### config.mk
export PLATFORM = sky130hd
export DESIGN_NAME = usb_rx_bit_ctrl
export DESIGN_NICKNAME = d
export VERILOG_FILES = /design/src/rtl/usb_rx_pkg.sv /design/src/rtl/usb_rx_bit_ctrl.sv
export SDC_FILE = /design/constraint.sdc
export NUM_CORES = 1
export LEC_CHECK = 0
export CORE_MARGIN = 2
export CORE_UTILIZATION = 30
export CTS_CLUSTER_SIZE = 8
export DETAILED_ROUTE_END_ITERATION = 10
export PLACE_DENSITY = 0.58
export SYNTH_ARGS = -nofsm -noshare
export SYNTH_HDL_FRONTEND = slang
export SYNTH_SLANG_ARGS = --single-unit
### constraint.sdc
create_clock -name clk -period 2.95 [get_ports clk]
set_input_delay 0.59 -clock clk [delete_from_list [all_inputs] [get_ports clk]]
set_output_delay 0.59 -clock clk [all_outputs]
set_load 0.05 [all_outputs]
### src/rtl/usb_rx_pkg.sv
// Shared USB 1.1 receive-path types and constants.
package usb_rx_pkg;

  localparam int USB_STUFF_LEN = 6;
  localparam int USB_BYTE_BITS = 8;

  typedef enum logic [1:0] {
    IDLE,
    RECEIVE,
    ERROR
  } rx_bit_state_t;

endpackage

### src/rtl/usb_rx_bit_ctrl.sv
// RX bit sequencer: strips stuffed bits, drives the byte shift register's
// shift enable, counts bits per byte and flags stuffing/alignment errors.
module usb_rx_bit_ctrl
  import usb_rx_pkg::*;
#(
  parameter int STUFF_LEN = USB_STUFF_LEN,
  parameter int BYTE_BITS = USB_BYTE_BITS
) (
  input  logic                         clk,
  input  logic                         rst,
  input  logic                         rcving,
  input  logic                         bit_strobe,
  input  logic                         d_orig,
  output logic                         shift_en,
  output logic                         byte_ready,
  output logic [$clog2(BYTE_BITS)-1:0] bit_cnt,
  output logic                         stuff_err,
  output logic                         align_err
);

  localparam int CNT_W  = $clog2(BYTE_BITS);
  localparam int ONES_W = $clog2(STUFF_LEN + 1);

  rx_bit_state_t     state_q, state_d;
  logic [CNT_W-1:0]  bit_cnt_q, bit_cnt_d;
  logic [ONES_W-1:0] ones_cnt_q, ones_cnt_d;
  logic              byte_ready_q, byte_ready_d;
  logic              stuff_err_q, stuff_err_d;
  logic              align_err_q, align_err_d;
  logic              stuff_pos;

  // After STUFF_LEN ones the next bit must be a stuffed 0 and is never shifted.
  assign stuff_pos = (ones_cnt_q == ONES_W'(STUFF_LEN));
  assign shift_en  = bit_strobe & (state_q == RECEIVE) & rcving & ~stuff_pos;

  always_comb begin
    state_d      = state_q;
    bit_cnt_d    = bit_cnt_q;
    ones_cnt_d   = ones_cnt_q;
    stuff_err_d  = stuff_err_q;
    byte_ready_d = 1'b0;
    align_err_d  = 1'b0;
    case (state_q)
      IDLE: begin
        if (rcving) begin
          state_d     = RECEIVE;
          bit_cnt_d   = '0;
          ones_cnt_d  = '0;
          stuff_err_d = 1'b0;
        end
      end
      RECEIVE: begin
        // A falling rcving outranks a coincident strobe; that bit is dropped.
        if (!rcving) begin
          state_d     = IDLE;
          align_err_d = (bit_cnt_q != '0);
        end else if (bit_strobe) begin
          if (stuff_pos) begin
            if (d_orig) begin
              stuff_err_d = 1'b1;
              state_d     = ERROR;
            end else begin
              ones_cnt_d = '0;
            end
          end else begin
            if (bit_cnt_q == CNT_W'(BYTE_BITS - 1)) begin
              bit_cnt_d    = '0;
              byte_ready_d = 1'b1;
            end else begin
              bit_cnt_d = bit_cnt_q + CNT_W'(1);
            end
            ones_cnt_d = d_orig ? ones_cnt_q + ONES_W'(1) : '0;
          end
        end
      end
      ERROR: begin
        if (!rcving) state_d = IDLE;
      end
      default: state_d = IDLE;
    endcase
  end

  always_ff @(posedge clk) begin
    if (rst) begin
      state_q      <= IDLE;
      bit_cnt_q    <= '0;
      ones_cnt_q   <= '0;
      byte_ready_q <= 1'b0;
      stuff_err_q  <= 1'b0;
      align_err_q  <= 1'b0;
    end else begin
      state_q      <= state_d;
      bit_cnt_q    <= bit_cnt_d;
      ones_cnt_q   <= ones_cnt_d;
      byte_ready_q <= byte_ready_d;
      stuff_err_q  <= stuff_err_d;
      align_err_q  <= align_err_d;
    end
  end

  assign byte_ready = byte_ready_q;
  assign bit_cnt    = bit_cnt_q;
  assign stuff_err  = stuff_err_q;
  assign align_err  = align_err_q;

endmodule

After elaboration in Yosys (flattened, before gate mapping)
Cells that the tools add are included.
Widths: inputs -> output; s select.
{ "op_classes": {"add_sub_neg": 2, "n_eq_ne": 15, "n_mux": 26, "bitwise_logic": 7, "reduce_logical": 9} }
{ "ops": {"columns": ["op", "n"], "rows": [
  ["$mux 3", 10],
  ["$reduce_and 5->1", 3],
  ["$ne 2x2->1 const B", 7],
  ["$mux 2", 6],
  ["$ne 3x3->1 const B", 4],
  ["$pmux 3 s2", 2],
  ["$add 3x1->3 const B", 2],
  ["$eq 3x3->1 const B", 2],
  ["$mux 1", 6],
  ["$pmux 2 s3", 1],
  ["$reduce_and 6->1", 1],
  ["$reduce_or 5->1", 1],
  ["$not 1->1", 4],
  ["$and 1x1->1", 3],
  ["$reduce_bool 3->1", 1],
  ["$reduce_or 3->1", 1],
  ["$eq 2x1->1 const B", 1],
  ["$eq 2x2->1 const B", 1],
  ["$logic_not 2->1", 1],
  ["$pmux 1 s2", 1],
  ["$reduce_bool 2->1", 1]
]} }
{ "totals": {"reg_bits": 11, "in_bits": 5, "wordCells": 65} }

Logic depth before layout (Yosys ltp)
{ "logic_depth": {"word_depth": 6, "ltp_mapped": 5, "depth_no_buf": 5} }

Least setup slack after synthesis
No wires, ideal clock.
{ "synth_timing": {"path_type": "register to output", "startpoint": "register ones_cnt_q[0]", "endpoint": "output port shift_en", "arrival_time_ps": 1100, "slack_ps": 1260, "path_stages_with_launch": 5, "path_cell_list": "dfxtp_1 inv_1 ha_1 nand2_1 and4_4"} }
{ "synth_between": {"elab_chain_cells": 3} }
{ "synth_lines": {"columns": ["item", "line_no", "text"], "rows": [
  ["start, declared", "usb_rx_bit_ctrl.sv:26", "logic [ONES_W-1:0] ones_cnt_q, ones_cnt_d;"],
  ["start signal, assigned", "usb_rx_bit_ctrl.sv:94", "ones_cnt_q <= ones_cnt_d;"],
  ["$eq 3x3->1", "usb_rx_bit_ctrl.sv:33", "assign stuff_pos = (ones_cnt_q == ONES_W'(STUFF_LEN));"],
  ["$not 1->1", "usb_rx_bit_ctrl.sv:34", "assign shift_en = bit_strobe & (state_q == RECEIVE) & rcving & ~stuff_pos;"],
  ["$and 1x1->1", "usb_rx_bit_ctrl.sv:34", null],
  ["end, declared", "usb_rx_bit_ctrl.sv:14", "output logic shift_en,"]
]} }
Every way passes these cells.

Worst setup path in the final report
{ "layout_timing": {"startpoint": "input port bit_strobe", "endpoint": "output port shift_en"} }
{ "layout_between": {"elab_chain_cells": 3} }
{ "layout_lines": {"columns": ["item", "line_no", "text"], "rows": [
  ["start, declared", "usb_rx_bit_ctrl.sv:12", "input logic bit_strobe,"],
  ["$and 1x1->1 (3 in a row)", "usb_rx_bit_ctrl.sv:34", null]
]} }
Every way passes these cells.

==> impl_metrics.ini <==
[yosys]
synthesis.nets = 79
synth-xor-area-share_pct = 0
yosysTopAreaCell = dfxtp_1
synth_top_family_by_area = simple AND/OR/NAND/NOR gates
synth_mux_area_share_pct = 3.119
ys_top_cells_by_area = dfxtp_1 34%, ha_1 9.7%, nor3b_1 4.7%
syn-mean-instance-area_sq_um = 9.302
synthCells = 69
synth.distinct_cells = 27
synth-compound-area-share_pct = 19.69
ys_seq_area_share_pct = 34.31
syn_area_sq_um = 641.9
synth_seq_cells = 11
synth_fa_ha_area_share_pct = 9.747
synth_simple_gate_area_share_pct = 26.12
yosys_warnings = 0
synth_top_cell_area_share_pct = 34.31

[timing]
timing.final.crit_share_pct = 73.70
tightest_slew_ns = 0.4954
fmax_ghz = 0.4599
rsz0062_at_grt = no
slew_violations = 0
min_period_ns = 2.174
max_slew_margin_pct = 66.87
hold_viol_final = 0
timing.final.ws_setup_ns = 0.7758
setup_violations = 0
fin_worst_skew_ns = 0.001049
fin_setup_tns_ns = 0

[die]
ioPinCount = 12
dieWidth_um = 50.26
core.rowCount = 16
core_area_sq_um = 1982
die_area_sq_um = 2526
start_util_pct = 32.39
fp.dieH_um = 50.26

[clock_tree]
cts_resized = 0
cts_sinks = 11
postCtsSetupRepairBufs = 0
numCtsBuffers = 3
clk_latency_ns = 0.26
cts.path.max_buffers = 2
cts_tree = done
cts.clk_slew.worst_paths_ns = 0.07
ctsHtreeMaxLevel = 1
cts_hold_buf = 0
cts-root-buf = clkbuf_4

[setup_path]
crit_type = in2out
required_ns = 2.36
critical-path-top-delay-family = buffers and inverters
max_stage_delay_ns = 0.56
worstSetupStartpointType = input port
cp_slowest_cell = clkdlybuf4s50_1
cp.arrival_ns = 1.58
cp-end-kind = output pin
cp_max_fo = 6
worst-path-buf-inv = 2
path_cells = clkdlybuf4s50_1 > and4_4 > buf_4
r2r-start = bit_cnt[0]
crit_start = bit_strobe

[routing]
ant_nets = 0
drt-pass1-iter-count = 2
drt-total-wl_um = 1429
vias = 572
drt-initial-drc-count = 13
post_drt_wl_per_cell_um = 13.23
post-route-drc-count = 0
viasPerCell = 5.296

[global_route]
gr-total-overflow = 0
grt_max_degree = 11
grt_pass1_vias = 607
antenna_found_initial = 0
grt_pass1_wl_um = 2587
grtUsageTotal_pct = 13.56

[run_status]
status = complete, no violations

[run]
cap_viol_max_count = 0

[power_and_ir_drop]
power.density_nw_per_um2 = 373.4
vdd_drop_max_mv = 0.1366
p_leak_nw = 0.2980
power_uw = 292.4

[place]
hpwl_um = 1017
dp_cells = 104
place.gp.congestion = 0.7763
dpl_cell_area_sq_um = 757.0
port_buffers = 11
dpl_worst_slack_ns = 0.7793

[hold_path]
hp-start = ones_cnt_q[1]
hp-class = reg2reg

[final_layout]
layout-drive-gt1-share_pct = 9.877
finalNetCount = 92
diodes = 0
fin_cells = 108
stdcell_area_sq_um = 783.3
syn_to_final_growth_pct = 22.03
## worst min-delay path, cell delays in order (launching register included)
cell and delay, ns:
dfxtp_1 0.33, nand2_1 0.06, mux2i_1 0.05
## cell usage in the layout, fill, tap and decap left out
cell / instances
nor3_1: 1
nor2b_1: 3
nand2b_1: 2
a21oi_1: 4
nor2b_4: 1
clkdlybuf4s50_1: 10
nand2_1: 5
mux2i_1: 2
nor3b_1: 4
clkbuf_1: 1
nand3_1: 3
a211oi_2: 1
buf_4: 1
and4_4: 1
a211oi_1: 2
dfxtp_1: 11
o21ai_0: 1
nor2b_2: 1
inv_1: 5
ha_1: 5
and3_1: 3
o221a_1: 1
a31oi_1: 1
nand4_1: 1
o31ai_1: 3
clkbuf_4: 3
and4_1: 1
a21boi_1: 1
o2111ai_1: 3
## final timing paths
check                                     end  depth (start not counted)  slack, ns
worst min register to register  ones_cnt_q[1]                          2       0.49
worst min-delay path            ones_cnt_q[1]                          2       0.49
worst max register to register     bit_cnt[0]                          5       1.52
worst max-delay path                 shift_en                          3       0.78
## cell families after synthesis
family          after synthesis
buf+inv                       8
mux                           2
flops                        11
fa+ha+maj                     5
simple gates                 26
compound gates               17
## synth_stat cells
library cell  count
a211oi_1          2
a31oi_1           1
clkbuf_1          1
nand4_1           1
ha_1              5
buf_6             2
nor2b_2           1
nand2_1           5
o221a_1           1
nor2b_4           1
dfxtp_1          11
nor3b_1           4
a21boi_1          1
and3_1            3
a211oi_2          1
nand3_1           3
o21ai_0           1
a21oi_1           4
o31ai_1           3
and4_4            1
inv_1             5
nand2b_1          2
nor2b_1           3
and4_1            1
nor3_1            1
mux2i_1           2
o2111ai_1         3
## sequential cells by signal, summed over array words and instances, names as in the netlist
register,cells
align_err,1
bit_cnt,3
byte_ready,1
ones_cnt_q,3
state_q,2
stuff_err,1
## metrics by stage
stage / hold WS (ns) / utilization (%)
after global routing: 0.5322 / 39.52
after global placement: 0.4713 / 38.19
after floorplan: 0.4552 / -
final: 0.4896 / 39.52
after CTS: 0.4924 / 39.52
after detailed placement: 0.4824 / 38.19
## area by class of cell
cell class              count  area (sq um)
clock buffers               4         26.28
flip-flops and latches     11         220.2
repair buffers             11         107.6
well taps                  27         33.78
fillers                   197          1199
inverters                   5         18.77
multi-input cells          50         376.6
## metal layers
| layer | routed length, um | global-route usage, % | vias to the layer above |
|---|---|---|---|
| met4 | 19 | 6.944 | 0 |
| li1 | - | - | 284 |
| met3 | 45 | 2.083 | 2 |
| met1 | 663 | 15.82 | 277 |
| met5 | 0 | 0 | - |
| met2 | 700 | 23.68 | 9 |
## power breakdown
group | switching [mW] | leakage (nW) | total [mW] | internal, mW
Sequential | 0.00304 | 0.0891 | 0.154 | 0.151
Clock | 0.0490 | 0.0150 | 0.101 | 0.0522
Combinational | 0.0221 | 0.194 | 0.0377 | 0.0156
(Power assumes the default switching activity.)
